==> config.mk <==
export PLATFORM = sky130hd
export DESIGN_NAME = bus_timer_flat
export DESIGN_NICKNAME = d
export VERILOG_FILES = /design/src/rtl/bus_timer_if.sv /design/src/rtl/bus_timer.sv /design/src/flat_wrapper.sv
export SDC_FILE = /design/constraint.sdc
export NUM_CORES = 1
export LEC_CHECK = 0
export BUFFER_PORTS_ARGS = -buffer_cell sky130_fd_sc_hd__clkbuf_2
export CAP_MARGIN = 0
export CORE_UTILIZATION = 38
export CTS_BUF_LIST = sky130_fd_sc_hd__clkbuf_4 sky130_fd_sc_hd__clkbuf_8
export DETAILED_ROUTE_END_ITERATION = 6
export GPL_TIMING_DRIVEN = 0
export HOLD_SLACK_MARGIN = 0.1
export SLEW_MARGIN = 25
export SYNTH_ARGS = -nofsm -noshare
export SYNTH_HDL_FRONTEND = slang
export SYNTH_SLANG_ARGS = --single-unit
==> constraint.sdc <==
create_clock -name CLK -period 5.9 [get_ports CLK]
set_input_delay 0.295 -clock CLK [delete_from_list [all_inputs] [get_ports CLK]]
set_output_delay 0.295 -clock CLK [all_outputs]
set_load 0.03 [all_outputs]
==> src/rtl/bus_timer_if.sv <==
// Bus device handshake between the system bus and the machine timer:
// one-cycle request pulse in, registered response one cycle later.
interface bus_timer_if #(
  parameter int DataWidth    = 32,
  parameter int AddressWidth = 32
);
  logic                    timer_req_i;
  logic                    timer_we_i;
  logic [3:0]              timer_be_i;
  logic [AddressWidth-1:0] timer_addr_i;
  logic [DataWidth-1:0]    timer_wdata_i;
  logic                    timer_rvalid_o;
  logic [DataWidth-1:0]    timer_rdata_o;
  logic                    timer_err_o;

  modport master (
    output timer_req_i, timer_we_i, timer_be_i, timer_addr_i, timer_wdata_i,
    input  timer_rvalid_o, timer_rdata_o, timer_err_o
  );

  modport slave (
    input  timer_req_i, timer_we_i, timer_be_i, timer_addr_i, timer_wdata_i,
    output timer_rvalid_o, timer_rdata_o, timer_err_o
  );
endinterface

==> src/rtl/bus_timer.sv <==
// Memory-mapped machine timer: 64-bit mtime with prescaler, 64-bit mtimecmp
// and a registered level interrupt, behind a single-cycle bus device port.
module bus_timer #(
  parameter int          DataWidth     = 32,
  parameter int          AddressWidth  = 32,
  parameter logic [15:0] PrescaleReset = 16'd0
) (
  input  logic        CLK,
  input  logic        RST,
  bus_timer_if.slave  bus,
  output logic        timer_intr_o
);

  localparam logic [9:0] OFF_MTIME_LO    = 10'h000;
  localparam logic [9:0] OFF_MTIME_HI    = 10'h001;
  localparam logic [9:0] OFF_MTIMECMP_LO = 10'h002;
  localparam logic [9:0] OFF_MTIMECMP_HI = 10'h003;
  localparam logic [9:0] OFF_PRESCALE    = 10'h004;
  localparam logic [9:0] OFF_CTRL        = 10'h005;

  logic [63:0]          r_mtime;
  logic [63:0]          r_mtimecmp;
  logic [15:0]          r_prescale;
  logic [15:0]          r_pcnt;
  logic                 r_en;
  logic                 r_irq_en;
  logic                 r_rvalid;
  logic                 r_err;
  logic [DataWidth-1:0] r_rdata;
  logic                 r_intr;

  logic [9:0]           w_off;
  logic                 w_wr;
  logic                 w_rd;
  logic                 w_mapped;
  logic                 w_tick;
  logic                 w_wr_mlo;
  logic                 w_wr_mhi;
  logic                 w_wr_clo;
  logic                 w_wr_chi;
  logic                 w_wr_ps;
  logic                 w_wr_ctrl;
  logic [63:0]          w_mtime_inc;
  logic [63:0]          w_mtime_nxt;
  logic [31:0]          w_wdata;
  logic [3:0]           w_be;
  logic [DataWidth-1:0] w_rdata;
  logic                 w_unused_addr;

  function automatic logic [31:0] merge_be(input logic [31:0] old_v,
                                           input logic [31:0] new_v,
                                           input logic [3:0]  be);
    logic [31:0] res;
    res = old_v;
    for (int b = 0; b < 4; b++) begin
      if (be[b]) res[b*8 +: 8] = new_v[b*8 +: 8];
    end
    return res;
  endfunction

  assign w_off         = bus.timer_addr_i[11:2];
  assign w_unused_addr = ^{bus.timer_addr_i[AddressWidth-1:12], bus.timer_addr_i[1:0]};
  assign w_wdata       = bus.timer_wdata_i[31:0];
  assign w_be          = bus.timer_be_i;
  assign w_wr          = bus.timer_req_i & bus.timer_we_i;
  assign w_rd          = bus.timer_req_i & ~bus.timer_we_i;
  assign w_mapped      = (w_off <= OFF_CTRL);

  assign w_wr_mlo  = w_wr & (w_off == OFF_MTIME_LO);
  assign w_wr_mhi  = w_wr & (w_off == OFF_MTIME_HI);
  assign w_wr_clo  = w_wr & (w_off == OFF_MTIMECMP_LO);
  assign w_wr_chi  = w_wr & (w_off == OFF_MTIMECMP_HI);
  assign w_wr_ps   = w_wr & (w_off == OFF_PRESCALE);
  assign w_wr_ctrl = w_wr & (w_off == OFF_CTRL);

  assign w_tick      = r_en & (r_pcnt == r_prescale);
  assign w_mtime_inc = r_mtime + {63'd0, w_tick};

  // Software bytes win over the tick; everything else, carry included,
  // follows the incremented count.
  always_comb begin
    w_mtime_nxt = w_mtime_inc;
    if (w_wr_mlo) w_mtime_nxt[31:0]  = merge_be(w_mtime_inc[31:0], w_wdata, w_be);
    if (w_wr_mhi) w_mtime_nxt[63:32] = merge_be(w_mtime_inc[63:32], w_wdata, w_be);
  end

  always_comb begin
    w_rdata = '0;
    case (w_off)
      OFF_MTIME_LO:    w_rdata = r_mtime[31:0];
      OFF_MTIME_HI:    w_rdata = r_mtime[63:32];
      OFF_MTIMECMP_LO: w_rdata = r_mtimecmp[31:0];
      OFF_MTIMECMP_HI: w_rdata = r_mtimecmp[63:32];
      OFF_PRESCALE:    w_rdata = {16'd0, r_prescale};
      OFF_CTRL:        w_rdata = {30'd0, r_irq_en, r_en};
      default:         w_rdata = '0;
    endcase
  end

  always_ff @(posedge CLK or posedge RST) begin
    if (RST) begin
      r_mtime    <= '0;
      r_mtimecmp <= '1;
    end else begin
      r_mtime <= w_mtime_nxt;
      if (w_wr_clo) r_mtimecmp[31:0]  <= merge_be(r_mtimecmp[31:0], w_wdata, w_be);
      if (w_wr_chi) r_mtimecmp[63:32] <= merge_be(r_mtimecmp[63:32], w_wdata, w_be);
    end
  end

  always_ff @(posedge CLK or posedge RST) begin
    if (RST) begin
      r_prescale <= PrescaleReset;
      r_en       <= 1'b0;
      r_irq_en   <= 1'b0;
    end else begin
      if (w_wr_ps & w_be[0]) r_prescale[7:0]  <= w_wdata[7:0];
      if (w_wr_ps & w_be[1]) r_prescale[15:8] <= w_wdata[15:8];
      if (w_wr_ctrl & w_be[0]) begin
        r_en     <= w_wdata[0];
        r_irq_en <= w_wdata[1];
      end
    end
  end

  // Reprogramming the rate or enable restarts the prescale period.
  always_ff @(posedge CLK or posedge RST) begin
    if (RST) begin
      r_pcnt <= '0;
    end else if (w_wr_ps | w_wr_ctrl) begin
      r_pcnt <= '0;
    end else if (r_en) begin
      r_pcnt <= w_tick ? 16'd0 : r_pcnt + 16'd1;
    end
  end

  always_ff @(posedge CLK or posedge RST) begin
    if (RST) begin
      r_rvalid <= 1'b0;
      r_err    <= 1'b0;
      r_rdata  <= '0;
      r_intr   <= 1'b0;
    end else begin
      r_rvalid <= bus.timer_req_i;
      r_err    <= bus.timer_req_i & ~w_mapped;
      r_rdata  <= w_rd ? w_rdata : '0;
      r_intr   <= r_irq_en & (r_mtime >= r_mtimecmp);
    end
  end

  assign bus.timer_rvalid_o = r_rvalid;
  assign bus.timer_rdata_o  = r_rdata;
  assign bus.timer_err_o    = r_err;
  assign timer_intr_o       = r_intr;

endmodule
==> src/flat_wrapper.sv <==
// flat-port wrapper written by rule: the top's interface ports become plain ports
module bus_timer_flat 
#(
  parameter int          DataWidth     = 32,
  parameter int          AddressWidth  = 32,
  parameter logic [15:0] PrescaleReset = 16'd0
)
  (CLK, RST, timer_intr_o, bus_timer_req_i, bus_timer_we_i, bus_timer_be_i, bus_timer_addr_i, bus_timer_wdata_i, bus_timer_rvalid_o, bus_timer_rdata_o, bus_timer_err_o);
  bus_timer_if #(.DataWidth(DataWidth), .AddressWidth(AddressWidth)) bus_i ();
  input  logic CLK;
  input  logic RST;
  output logic timer_intr_o;
  input wire logic [$bits(bus_i.timer_req_i)-1:0] bus_timer_req_i;
  input wire logic [$bits(bus_i.timer_we_i)-1:0] bus_timer_we_i;
  input wire logic [$bits(bus_i.timer_be_i)-1:0] bus_timer_be_i;
  input wire logic [$bits(bus_i.timer_addr_i)-1:0] bus_timer_addr_i;
  input wire logic [$bits(bus_i.timer_wdata_i)-1:0] bus_timer_wdata_i;
  output wire logic [$bits(bus_i.timer_rvalid_o)-1:0] bus_timer_rvalid_o;
  output wire logic [$bits(bus_i.timer_rdata_o)-1:0] bus_timer_rdata_o;
  output wire logic [$bits(bus_i.timer_err_o)-1:0] bus_timer_err_o;
  assign bus_i.timer_req_i = bus_timer_req_i;
  assign bus_i.timer_we_i = bus_timer_we_i;
  assign bus_i.timer_be_i = bus_timer_be_i;
  assign bus_i.timer_addr_i = bus_timer_addr_i;
  assign bus_i.timer_wdata_i = bus_timer_wdata_i;
  assign bus_timer_rvalid_o = bus_i.timer_rvalid_o;
  assign bus_timer_rdata_o = bus_i.timer_rdata_o;
  assign bus_timer_err_o = bus_i.timer_err_o;
  bus_timer #(.DataWidth(DataWidth), .AddressWidth(AddressWidth), .PrescaleReset(PrescaleReset)) u_core (.CLK(CLK), .RST(RST), .bus(bus_i), .timer_intr_o(timer_intr_o));
endmodule
Word level (Yosys, flattened, before mapping)
Index checks and enable logic that the tools add are counted.
{"block": "op_classes", "n_eq_ne": 6, "add_sub_neg": 2, "n_bitwise": 17, "mux": 15, "reduce_logical": 10, "n_lt_le_gt_ge": 2}
{"cell": "$pmux 32 s6", "count": 1}
{"cell": "$mux 32", "count": 3}
{"cell": "$add 64x1->64", "count": 1}
{"cell": "$ge 64x64->1", "count": 1}
{"cell": "$mux 8", "count": 8}
{"cell": "$mux 16", "count": 3}
{"cell": "$eq 10x2->1 const B", "count": 2}
{"cell": "$eq 10x3->1 const B", "count": 2}
{"cell": "$add 16x1->16 const B", "count": 1}
{"cell": "$eq 16x16->1", "count": 1}
{"cell": "$reduce_and 2->1", "count": 8}
{"cell": "$and 1x1->1", "count": 14}
{"cell": "$eq 10x1->1 const B", "count": 1}
{"cell": "$le 10x3->1 const B", "count": 1}
{"cell": "$logic_not 10->1", "count": 1}
{"cell": "$not 1->1", "count": 2}
{"cell": "$reduce_bool 2->1", "count": 1}
{"cell": "$or 1x1->1", "count": 1}
{"block": "totals", "ff_bits": 197, "in_bits": 72, "word_cells": 70, "output_inout_bits": 35}

Depth between registers and ports, before layout
Gate-level depths: netlist of run 1.
{"block": "depth", "depth_word": 5, "mapped_depth": 15, "ltp_nobuf": 13}

Worst setup path before layout of run 1
Ideal clock, no wire load.
{"block": "synth_path", "path_type": "register to register", "from": "register u_core.r_pcnt[6]", "to": "register u_core.r_mtime[36]", "arrival_ns": 3.150, "n_path_buf": 2, "setup_slack_ns": 2.613, "stages_incl_launch_ff": 16, "period_less_slack_ns": 3.287, "setup_ns": 0.137, "required_ns": 5.763, "cell_sequence": "dfrtp_1 > clkbuf_1 > xnor2_1 > nand4_1 > nor4_1 > nand2_1 > inv_1 > ha_1 > ha_1 > nand2_1 > or3_4 > nor4_4 > buf_6 > and4_1 > xnor2_1 > a21oi_1"}
{"block": "synth_between", "elab_chain_cells": 5}
{"item": "from (decl)", "line": "bus_timer.sv:24", "rtl": "logic [15:0] r_pcnt;"}
{"item": "from (signal assigned)", "line": "bus_timer.sv:133", "rtl": "r_pcnt <= w_tick ? 16'd0 : r_pcnt + 16'd1;"}
{"item": "$eq 16x16->1 *", "line": "bus_timer.sv:76", "rtl": "assign w_tick = r_en & (r_pcnt == r_prescale);"}
{"item": "$and 1x1->1 *", "line": "bus_timer.sv:76"}
{"item": "$add 64x1->64 *", "line": "bus_timer.sv:77", "rtl": "assign w_mtime_inc = r_mtime + {63'd0, w_tick};"}
{"item": "$mux 8", "line": "bus_timer.sv:56", "rtl": "if (be[b]) res[b*8 +: 8] = new_v[b*8 +: 8];"}
{"item": "$mux 32 *", "line": "bus_timer.sv:84", "rtl": "if (w_wr_mhi) w_mtime_nxt[63:32] = merge_be(w_mtime_inc[63:32], w_wdata, w_be);"}
{"item": "net u_core.w_mtime_nxt[36]", "line": "bus_timer.sv:44", "rtl": "logic [63:0] w_mtime_nxt;"}
{"item": "to (signal assigned)", "line": "bus_timer.sv:105", "rtl": "r_mtime <= w_mtime_nxt;"}
{"item": "to (decl)", "line": "bus_timer.sv:21", "rtl": "logic [63:0] r_mtime;"}
The timed path passes the listed nets; every way through them passes the cells marked *.
A chain may end at the register's enable or synchronous reset.

Worst setup path in the final report of run 1
{"block": "layout_path", "from": "register u_core.r_pcnt[6]", "to": "register u_core.r_mtime[34]"}
Same word-level chain as after synthesis.

==> metrics.md, run 1 <==
| Metric | Value |
|---|---|
| Post-cts resize count | `0` |
| N_diodes | `0` |
| Seq/Total Area, Yosys | `0.453` |
| Drt pass-1 iters | `5` |
| Hold Buf Count CTS | `26` |
| Worst path bufs/invs | `3` |
| DR WL/cell | `19.1 um` |
| GP Congestion | `0.891` |
| Detailed-route DRC error count | `0` |
| Root Buffer | `clkbuf_8` |
| CP max-delay cell | `nor4_1` |
| Crit-path max cell delay | `0.52 ns` |
| Min cycle time layout | `3.99 ns` |
| Setup WS post-layout | `1.91 ns` |
| Syn_area_per_cell | `9.51 um^2` |
| Crit-path cells | `clkbuf_1 -> xnor2_1 -> nand4_1 -> nor4_1 -> nand2_1 -> inv_1 -> ha_1 -> ha_1 -> nand2_1 -> or3_4 -> nor4_4 -> buf_4 -> nand3_1 -> xnor2_1 -> a21oi_1` |
| Total core area | `28600 um^2` |
| First-pass GRT wire length | `51800 um` |
| Largest net degree at the start of global routing | `90` |
| Delay-heaviest family, CP | `simple AND/OR/NAND/NOR gates` |
| Clk Latency, worst-skew pair | `0.49 ns` |
| Area grow syn2layout | `14.4%` |
| HPWL Detailed | `23900 um` |
| Max frequency | `251 MHz` |
| Area share of the largest cell type after synthesis | `0.301` |
| Synthesized instance count | `1162` |
| Synth Flop Type | `dfrtp_1` |
| Clk pin slew, worst setup/hold paths | `0.10 ns` |
| Critical path class | `reg -> reg` |
| Vias | `9156` |
| Most common cell after layout, fill and taps aside | `dfrtp_1` |
| RSZ-0062 raised after global routing | `false` |
| CTS tree | `built` |
| Drt total wl | `32300 um` |
| Final setup viols | `0` |
| I/O Pins | `107` |
| Synthesized Nets | `1301` |
| Status | `complete, no violations` |
| CTS Buf Count | `17` |
| Crit-path max FO | `10` |
| Vias in the first global route | `9030` |
| Slew Viols, Final | `0` |
| FILL cells | `2770` |
| # rows | `62` |
| Place WS | `1.97 ns` |
| Yosys warns | `0` |
| Post-synth EDFFs | `0` |
| H-tree levels | `4` |
| Startpoint types | `register` |
| Worst VDD drop | `135 uV` |
| Cell accounting for the most synthesized area | `dfrtp_1` |
| Period utilization | `0.676` |
| Layout cell share with drive strength beyond 1 | `0.182` |
| DRC marker count from the first detailed-route iteration | `844` |
| Yosys reg bits | `197` |
| CP Data Arrival Time | `4.39 ns` |
| Full die area | `29800 um^2` |
| Worst-Margin Slew | `0.888 ns` |
| Clock Sinks | `197` |
| Max Root-Sink Buffers | `2` |
| Total setup buffers inserted after CTS | `0` |
| Pwr Density | `190 nW/um^2` |
| Static Leak | `0.00539 uW` |
| CP endpoint kind | `register` |
| Yosys cell types | `54` |
| Total Neg Setup Slack | `0 ns` |
| HP Class | `in -> reg` |
| Maxcap violations | `0` |
| Hold Vio Cnt, Final | `0` |
| Horiz. Die Dim | `173 um` |
| DR vias/cell | `5.42` |
| Final #Nets | `1431` |
| Max_slew headroom | `0.403` |
| Area contributors post-synth | `dfrtp_1 30%, dfstp_2 15%, ha_1 7.6%` |
| Post-synth ARST share | `1.00` |
| Layout Skew | `0.0185 ns` |
| Grt ovf | `0` |
| Commonest non-fill, non-tap cells in the layout | `133 x dfrtp_1, 114 x nand2_1, 104 x a21oi_1, 83 x clkbuf_2, 81 x o21ai_0` |
| IO buf count | `83` |
| Die Ht | `173 um` |
| Gr usage total | `0.224` |
| Initial Util | `0.386` |
| Initial antenna violation count | `0` |
| Netlist Area Pre-Place | `11000 um^2` |
| Post-DRT Antenna Nets | `0` |
| Worst endpoint required time | `6.30 ns` |
power by group:
group / switching (uW) / internal [uW]
Clock: 531 / 315
Combinational: 113 / 64.2
Sequential: 15.7 / 1370
worst min-delay path, delay by kind of cell:
| family | cells | cell delay (ns) |
|---|---|---|
| buffers and inverters | 1 | 0.14 |
| and+or+nand+nor | 1 | 0.07 |
| AOI/OAI and AO/OA | 1 | 0.07 |
logic make-up after synthesis:
| logic type | after synthesis | synth area share |
|---|---|---|
| AND/OR/NAND/NOR | 378 | 0.176 |
| AO/OA/AOI/OAI | 277 | 0.149 |
| flip-flops | 197 | 0.453 |
| buffers and inverters | 124 | 0.0448 |
| XOR/XNOR | 88 | 0.0698 |
| adder cells (fa/ha/maj) | 67 | 0.0759 |
| multiplexers | 31 | 0.0315 |
synthesized netlist by cell type, types with 4 or more instances:
cell      count
nand2_1     114
clkbuf_1     39
nor4_2        4
nor2b_1       5
a21oi_1     104
nand3_1      53
and2_1       12
and3_1       27
inv_1        74
xor2_1       51
mux2_2       30
nand4_1      42
nor4_1        4
and4_1        9
dfstp_2      64
o21ai_0      81
nor3_1       14
dfrtp_1     133
buf_4         4
a31oi_1       5
xnor2_1      37
a21o_1        4
nor2_1       76
a22oi_1      54
buf_2         6
ha_1         67
a222oi_1      9
metal layers:
| metal | wire (um) | vias up | global-route usage |
|---|---|---|---|
| li1 | - | 4402 | - |
| met1 | 15700 | 4480 | 0.332 |
| met2 | 14700 | 244 | 0.341 |
| met3 | 1480 | 30 | 0.0279 |
| met4 | 420 | 0 | 0.0614 |
| met5 | 0 | - | 0 |
path summary, 6_finish.rpt:
kind	cells past startpoint	to	slack, ns	startpoint
setup / recovery	15	u_core.r_mtime[34]	1.91	u_core.r_pcnt[6]
hold / removal	3	u_core.r_mtimecmp[40]	0.11	bus_timer_wdata_i[8]
setup reg to reg	15	u_core.r_mtime[34]	1.91	u_core.r_pcnt[6]
hold reg to reg	2	u_core.r_mtimecmp[55]	0.52	u_core.r_mtimecmp[55]
max in group asynchronous	5	u_core.r_mtimecmp[0]	4.40	RST
min in group asynchronous	3	u_core.bus.timer_rvalid_o	0.32	RST
flip-flops by register name (all words and copies together) (netlist names):
signal / flops
u_core.bus.timer_rdata_o: 32
u_core.r_mtimecmp: 64
u_core.timer_intr_o: 1
u_core.bus.timer_err_o: 1
u_core.r_en: 1
u_core.r_mtime: 64
u_core.r_irq_en: 1
u_core.r_pcnt: 16
u_core.bus.timer_rvalid_o: 1
u_core.r_prescale: 16
cell type report:
| cell class | instances | area (um^2) | share of cell area |
|---|---|---|---|
| Buffer | 50 | 218 | 0.0172 |
| Clock buffer | 18 | 248 | 0.0196 |
| Clock inverter | 14 | 116 | 0.00921 |
| Inverter | 74 | 285 | 0.0226 |
| Multi-Input combinational cell | 841 | 5550 | 0.439 |
| Sequential cell | 197 | 5010 | 0.396 |
| Tap cell | 384 | 480 | 0.0380 |
| Timing Repair Buffer | 111 | 731 | 0.0578 |
per-stage QoR:
stage | total power (uW) | area (um^2) | instances | hold WS, ns | utilization
6_report | 2410 | 12600 | 1689 | 0.114 | 0.442
5_1_grt | 2500 | 12600 | 1689 | 0.114 | 0.442
4_1_cts | 2430 | 12600 | 1689 | 0.104 | 0.441
3_5_place_dp | 1570 | 12000 | 1631 | 0.286 | 0.420
3_3_place_gp | 1560 | 11900 | 1629 | 0.499 | 0.417
2_1_floorplan | 1490 | 11000 | 1162 | 0.326 | -
No activity file was read; power rests on OpenSTA's default activity.
==> run 2: changes to the inputs <==
==> constraint.sdc (replaced) <==
create_clock -name CLK -period 4 [get_ports CLK]
set_input_delay 0.2 -clock CLK [delete_from_list [all_inputs] [get_ports CLK]]
set_output_delay 0.2 -clock CLK [all_outputs]
set_load 0.03 [all_outputs]
==> metrics.md, run 2 (synthesis results as in run 1) <==
| Metric | Value |
|---|---|
| Cells on Worst Hold Path | `3 (unchanged)` |
| Final setup viols | `0 (unchanged)` |
| Area grow syn2layout | `16.4%` |
| Horiz. Die Dim | `173 um (unchanged)` |
| Slew Viols, Final | `0 (unchanged)` |
| Initial antenna violation count | `0 (unchanged)` |
| Min cycle time layout | `3.79 ns (-0.196 ns)` |
| Detailed-route DRC error count | `17 (+17)` |
| Switch Pwr | `949 uW (+44%)` |
| Initial Util | `0.386 (unchanged)` |
| Sw frac | `0.262 (-0.0121)` |
| Critical path class | `reg -> reg` |
| Worst r2r src | `u_core.r_pcnt[2]` |
| R2r endpoint | `u_core.r_mtime[60]` |
| HPWL Detailed | `24600 um (+2.7%)` |
| H-tree levels | `4 (unchanged)` |
| Hold path start | `bus_timer_we_i` |
| Static Leak | `0.00549 uW (+1.9%)` |
| Clk pin slew, worst setup/hold paths | `0.10 ns (about the same)` |
| Vias | `9321 (+1.8%)` |
| I/O Pins | `107 (unchanged)` |
| Tot Pwr | `3620 uW (+51%)` |
| Gate power share | `0.077 (+0.003)` |
| Gr usage total | `0.224 (+0.000708)` |
| Inst Count DP | `1637 (+0.37%)` |
| Maxcap violations | `0 (unchanged)` |
| Root Buffer | `clkbuf_8` |
| Post-DRT Antenna Nets | `0 (unchanged)` |
| Total Neg Setup Slack | `0 ns (unchanged)` |
| Worst endpoint required time | `4.40 ns (-1.90 ns)` |
| # rows | `62 (unchanged)` |
| GP Congestion | `0.881 (-1.1%)` |
| Hold Vio Cnt, Final | `0 (unchanged)` |
| Largest net degree at the start of global routing | `30 (-67%)` |
| DR WL/cell | `19.2 um (+0.30%)` |
| Pint | `2670 uW (+53%)` |
| Period utilization | `0.948 (+0.272)` |
| Clk Latency, worst-skew pair | `0.49 ns (about the same)` |
| Drt pass-1 iters | `7 (+2)` |
| Vias in the first global route | `9121 (+1.0%)` |
| Final #Nets | `1444 (+0.91%)` |
| First-pass GRT wire length | `52100 um (+0.59%)` |
| Commonest non-fill, non-tap cells in the layout | `133 x dfrtp_1, 113 x nand2_1, 104 x a21oi_1, 83 x clkbuf_2, 81 x o21ai_0` |
| Layout cell share with drive strength beyond 1 | `0.187 (+0.00504)` |
| Hold Crit Endpoint | `u_core.bus.timer_rdata_o[1]` |
| Startpoint types | `register` |
| CP max-delay cell | `or3_4` |
| Final Core Density | `0.449 (+0.00778)` |
| Grt ovf | `0 (unchanged)` |
| Delay-heaviest family, CP | `simple AND/OR/NAND/NOR gates` |
| N_diodes | `0 (unchanged)` |
| Max Root-Sink Buffers | `2 (unchanged)` |
| Worst VDD drop | `189 uV (+40%)` |
| Total core area | `28600 um^2 (unchanged)` |
| Crit-path max cell delay | `0.46 ns (-0.06 ns)` |
| Worst path bufs/invs | `2 (-1)` |
| Worst-Margin Slew | `0.968 ns (+0.0794 ns)` |
| Drt total wl | `32700 um (+1.1%)` |
| DR vias/cell | `5.48 (+1.0%)` |
| Layout Skew | `0.0223 ns (+0.00378 ns)` |
| Final std cells w/o fill | `1702 (+0.77%)` |
| Status | `finished with violations` |
| R2R setup slack | `0.21 ns (-1.70 ns)` |
| Worst R2R Path Depth | `14 (-1)` |
| Crit-path cells | `xnor2_1 -> nand4_1 -> nor4_2 -> nand2_2 -> inv_1 -> ha_1 -> ha_1 -> nand2_1 -> or3_4 -> nor4_4 -> buf_4 -> nand4_1 -> xor2_1 -> o21ai_0` |
| Full die area | `29800 um^2 (unchanged)` |
| Power share of the clock group | `0.360 (+0.008)` |
| Most common cell after layout, fill and taps aside | `dfrtp_1` |
| Pwr Density | `281 nW/um^2 (+48%)` |
| Max_slew headroom | `0.350 (-0.0534)` |
| Max frequency | `264 MHz (+5.2%)` |
| Sequential share of power | `0.563 (-0.012)` |
| DRC marker count from the first detailed-route iteration | `880 (+4.3%)` |
| HP Class | `in -> reg` |
| IO buf count | `83 (unchanged)` |
| Die Ht | `173 um (unchanged)` |
| CP Data Arrival Time | `4.19 ns (-0.20 ns)` |
| CP endpoint kind | `register` |
| CTS Buf Count | `17 (unchanged)` |
| Crit-path max FO | `10 (unchanged)` |
| Clock Sinks | `197 (unchanged)` |
| CTS tree | `built` |
| Failing checks | `DRC` |
[run 2: how the worst max path moves through the flow]
stage | cells past startpoint | start | end
after floorplan | 15 | u_core.r_pcnt[6] | u_core.r_mtime[36]
after global placement | 2 | RST | u_core.bus.timer_rdata_o[19]
after detailed placement | 15 | u_core.r_pcnt[6] | u_core.r_mtime[60]
after CTS | 15 | u_core.r_pcnt[6] | u_core.r_mtime[60]
after global routing | 14 | u_core.r_pcnt[2] | u_core.r_mtime[60]
final | 14 | u_core.r_pcnt[2] | u_core.r_mtime[60]
[run 2: timing repair]
action                     4_1_cts  5_1_grt
hold endpoints to repair       217        0
resized for setup                0        2
setup buffers                    0        0
hold buffers                    34        0
setup endpoints to repair        0       40
[run 2: metrics by stage]
step | hold slack (ns) | area [um^2] | worst slack, ns
CTS | 0.109 | 12900 | 0.00934
finish | 0.146 | 12900 | 0.209
global route | 0.156 | 12900 | -0.0128
detailed placement | 0.236 | 12100 | 0.0538
floorplan | 0.231 | 11100 | 0.713
global placement | 0.415 | 11900 | -0.101
[run 2: layout make-up]
| cell class | count | area [um^2] |
|---|---|---|
| Fill cell | 2791 | 15800 |
| Multi-Input combinational cell | 841 | 5560 |
| Sequential cell | 197 | 5010 |
| Timing Repair Buffer | 125 | 931 |
| Tap cell | 384 | 480 |
| Inverter | 74 | 282 |
| Clock buffer | 20 | 269 |
| Buffer | 49 | 214 |
| Clock inverter | 12 | 116 |
[run 2: power by group through the flow]
stage	logic (uW)	clock network [uW]	registers, uW
finish	280	1300	2040
global route	309	1410	2040
CTS	282	1330	2040
detailed placement	254	0	2070
global placement	231	0	2070
floorplan	129	0	2070
[run 2: layer usage]
metal | part of all wire | wire length, um | vias up | global-route usage
met5 | 0 | 0 | - | 0
li1 | - | - | 4424 | -
met2 | 0.46 | 14900 | 279 | 0.342
met1 | 0.47 | 15500 | 4581 | 0.327
met3 | 0.051 | 1680 | 37 | 0.0314
met4 | 0.019 | 625 | 0 | 0.0692
[run 2: worst min-delay path, cell delays in order]
cell and delay (ns):
clkbuf_2 0.13, nand2b_1 0.16, a21oi_1 0.09
==> run 3: changes to the inputs <==
==> constraint.sdc (replaced) <==
create_clock -name CLK -period 3.9 [get_ports CLK]
set_input_delay 0.195 -clock CLK [delete_from_list [all_inputs] [get_ports CLK]]
set_output_delay 0.195 -clock CLK [all_outputs]
set_load 0.03 [all_outputs]
==> metrics.md, run 3 (synthesis results as in run 1) <==
| Metric | Value |
|---|---|
| Post-DRT Antenna Nets | `0 (unchanged)` |
| GP Congestion | `0.881 (unchanged)` |
| Full die area | `29800 um^2 (unchanged)` |
| Delay-heaviest family, CP | `simple AND/OR/NAND/NOR gates` |
| # rows | `62 (unchanged)` |
| Max Root-Sink Buffers | `2 (unchanged)` |
| Layout cell share with drive strength beyond 1 | `0.188 (+0.00137)` |
| Worst VDD drop | `194 uV (+2.2%)` |
| Most common cell after layout, fill and taps aside | `dfrtp_1` |
| Status | `finished with violations` |
| Crit-path cells | `xnor2_1 -> nand4_1 -> nor4_4 -> nand2_2 -> inv_1 -> ha_1 -> ha_1 -> nand2_1 -> or3_4 -> nor4_4 -> buf_4 -> nand4_1 -> xor2_1 -> o21ai_0` |
| DR vias/cell | `5.46 (-0.28%)` |
| Die Ht | `173 um (unchanged)` |
| Pwr Density | `288 nW/um^2 (+2.4%)` |
| Root Buffer | `clkbuf_8` |
| CP max-delay cell | `dfrtp_2` |
| Failing checks | `DRC` |
| Vias in the first global route | `9133 (+0.13%)` |
| Worst-Margin Slew | `0.972 ns (+0.00457 ns)` |
| Crit-path max FO | `10 (unchanged)` |
| Inst Count DP | `1637 (unchanged)` |
| CP endpoint kind | `register` |
| Detailed-route DRC error count | `1 (-16)` |
| Crit-path max cell delay | `0.47 ns (about the same)` |
| First-pass GRT wire length | `52100 um (+0.17%)` |
| Placed inst area | `12100 um^2 (unchanged)` |
| IO buf count | `83 (unchanged)` |
| Tot Pwr | `3710 uW (+2.6%)` |
| Initial antenna violation count | `0 (unchanged)` |
| Final #Nets | `1445 (+0.069%)` |
| Final setup viols | `0 (unchanged)` |
| Grt ovf | `0 (unchanged)` |
| Horiz. Die Dim | `173 um (unchanged)` |
| Commonest non-fill, non-tap cells in the layout | `132 x dfrtp_1, 113 x nand2_1, 104 x a21oi_1, 83 x clkbuf_2, 81 x o21ai_0` |
| Min cycle time layout | `3.64 ns (-0.147 ns)` |
| Final std cells w/o fill | `1703 (+0.059%)` |
| H-tree levels | `4 (unchanged)` |
| Max_slew headroom | `0.346 (-0.00307)` |
| Hold Vio Cnt, Final | `0 (unchanged)` |
| Static Leak | `0.00550 uW (about the same)` |
| Maxcap violations | `0 (unchanged)` |
| Startpoint types | `register` |
| CTS Buf Count | `17 (unchanged)` |
| I/O Pins | `107 (unchanged)` |
| DR WL/cell | `19.2 um (+0.14%)` |
| CTS tree | `built` |
| Drt total wl | `32700 um (+0.20%)` |
| Hold slack | `0.143 ns (-0.00222 ns)` |
| Slew Viols, Final | `0 (unchanged)` |
| RSZ-0062 raised after global routing | `false` |
| Vias | `9300 (-0.23%)` |
| Design Area, Final | `12900 um^2 (+0.14%)` |
| Gr usage total | `0.225 (+0.000336)` |
| DRC marker count from the first detailed-route iteration | `840 (-4.5%)` |
| Clk pin slew, worst setup/hold paths | `0.10 ns (about the same)` |
| Total Neg Setup Slack | `0 ns (unchanged)` |
| Largest net degree at the start of global routing | `30 (unchanged)` |
| Worst path bufs/invs | `2 (unchanged)` |
| Initial Util | `0.386 (unchanged)` |
| HPWL Detailed | `24600 um (unchanged)` |
| Max frequency | `274 MHz (+4.0%)` |
| HP Class | `in -> reg` |
| Clock Sinks | `197 (unchanged)` |
| Period utilization | `0.935 (-0.0133)` |
| Clk Latency, worst-skew pair | `0.49 ns (about the same)` |
| Total core area | `28600 um^2 (unchanged)` |
| Layout Skew | `0.0220 ns (-0.000338 ns)` |
| N_diodes | `0 (unchanged)` |
| Drt pass-1 iters | `7 (unchanged)` |
| Area grow syn2layout | `16.6%` |
| Worst endpoint required time | `4.29 ns (-0.11 ns)` |
| CP Data Arrival Time | `4.04 ns (-0.15 ns)` |
| Critical path class | `reg -> reg` |
[run 3: changes by cell type in the layout (fill, tap and decap cells not counted)]
cell / previous run / this run
nor4_2: 5 / 4
dfrtp_2: 0 / 1
dfrtp_1: 133 / 132
buf_4: 4 / 5
nor4_4: 3 / 4
[run 3: final timing paths]
check | startpoint | slack [ns] | depth (start not counted) | endpoint
max | u_core.r_pcnt[6] | 0.26 | 14 | u_core.r_mtime[60]
min | bus_timer_we_i | 0.14 | 3 | u_core.bus.timer_rdata_o[1]
max reg2reg | u_core.r_pcnt[6] | 0.26 | 14 | u_core.r_mtime[60]
min reg2reg | u_core.r_mtimecmp[46] | 0.52 | 2 | u_core.r_mtimecmp[46]
max in group asynchronous | RST | 2.36 | 9 | u_core.r_mtimecmp[63]
min in group asynchronous | RST | 0.28 | 4 | u_core.r_pcnt[5]
[run 3: power breakdown]
| group | switching (uW) | internal [uW] |
|---|---|---|
| logic | 174 | 115 |
| clock network | 775 | 558 |
| registers | 23.3 | 2070 |
| total | 973 | 2740 |
[run 3: final cells by class]
class	count	area, um^2
clock inverters	12	116
fillers	2790	15700
plain buffers	49	214
inverters	74	282
well taps	384	480
clock buffers	20	269
repair buffers	126	938
multi-input cells	841	5570
flip-flops and latches	197	5010
[run 3: layer usage]
layer | share of wire | vias up | routed length (um) | global-route usage
met3 | 0.058 | 41 | 1910 | 0.0314
met1 | 0.47 | 4555 | 15400 | 0.328
met2 | 0.45 | 282 | 14800 | 0.343
met4 | 0.021 | 0 | 682 | 0.0692
li1 | - | 4422 | - | -
met5 | 0 | - | 0 | 0
[run 3: worst reg2reg max path: stages (launching register included)]
cell and delay [ns]:
dfrtp_2 0.47, xnor2_1 0.15, nand4_1 0.21, nor4_4 0.41, nand2_2 0.19, inv_1 0.10, ha_1 0.16, ha_1 0.23
nand2_1 0.13, or3_4 0.46, nor4_4 0.33, buf_4 0.26, nand4_1 0.13, xor2_1 0.19, o21ai_0 0.16
[run 3: repair_timing]
action                                 4_1_cts  5_1_grt
setup endpoints to repair                   12       40
endpoints found under the hold margin      217        0
hold buffers                                34        0
pin swaps                                    0        1
buffers inserted                             0        1
resized for setup                            1        3
[run 3: per-stage QoR]
| stage | setup WS (ns) | util |
|---|---|---|
| 2_1_floorplan | 0.613 | - |
| 3_3_place_gp | -0.196 | 0.417 |
| 3_5_place_dp | -0.0462 | 0.424 |
| 4_1_cts | 0.0431 | 0.449 |
| 5_1_grt | 0.00156 | 0.450 |
| 6_report | 0.255 | 0.450 |
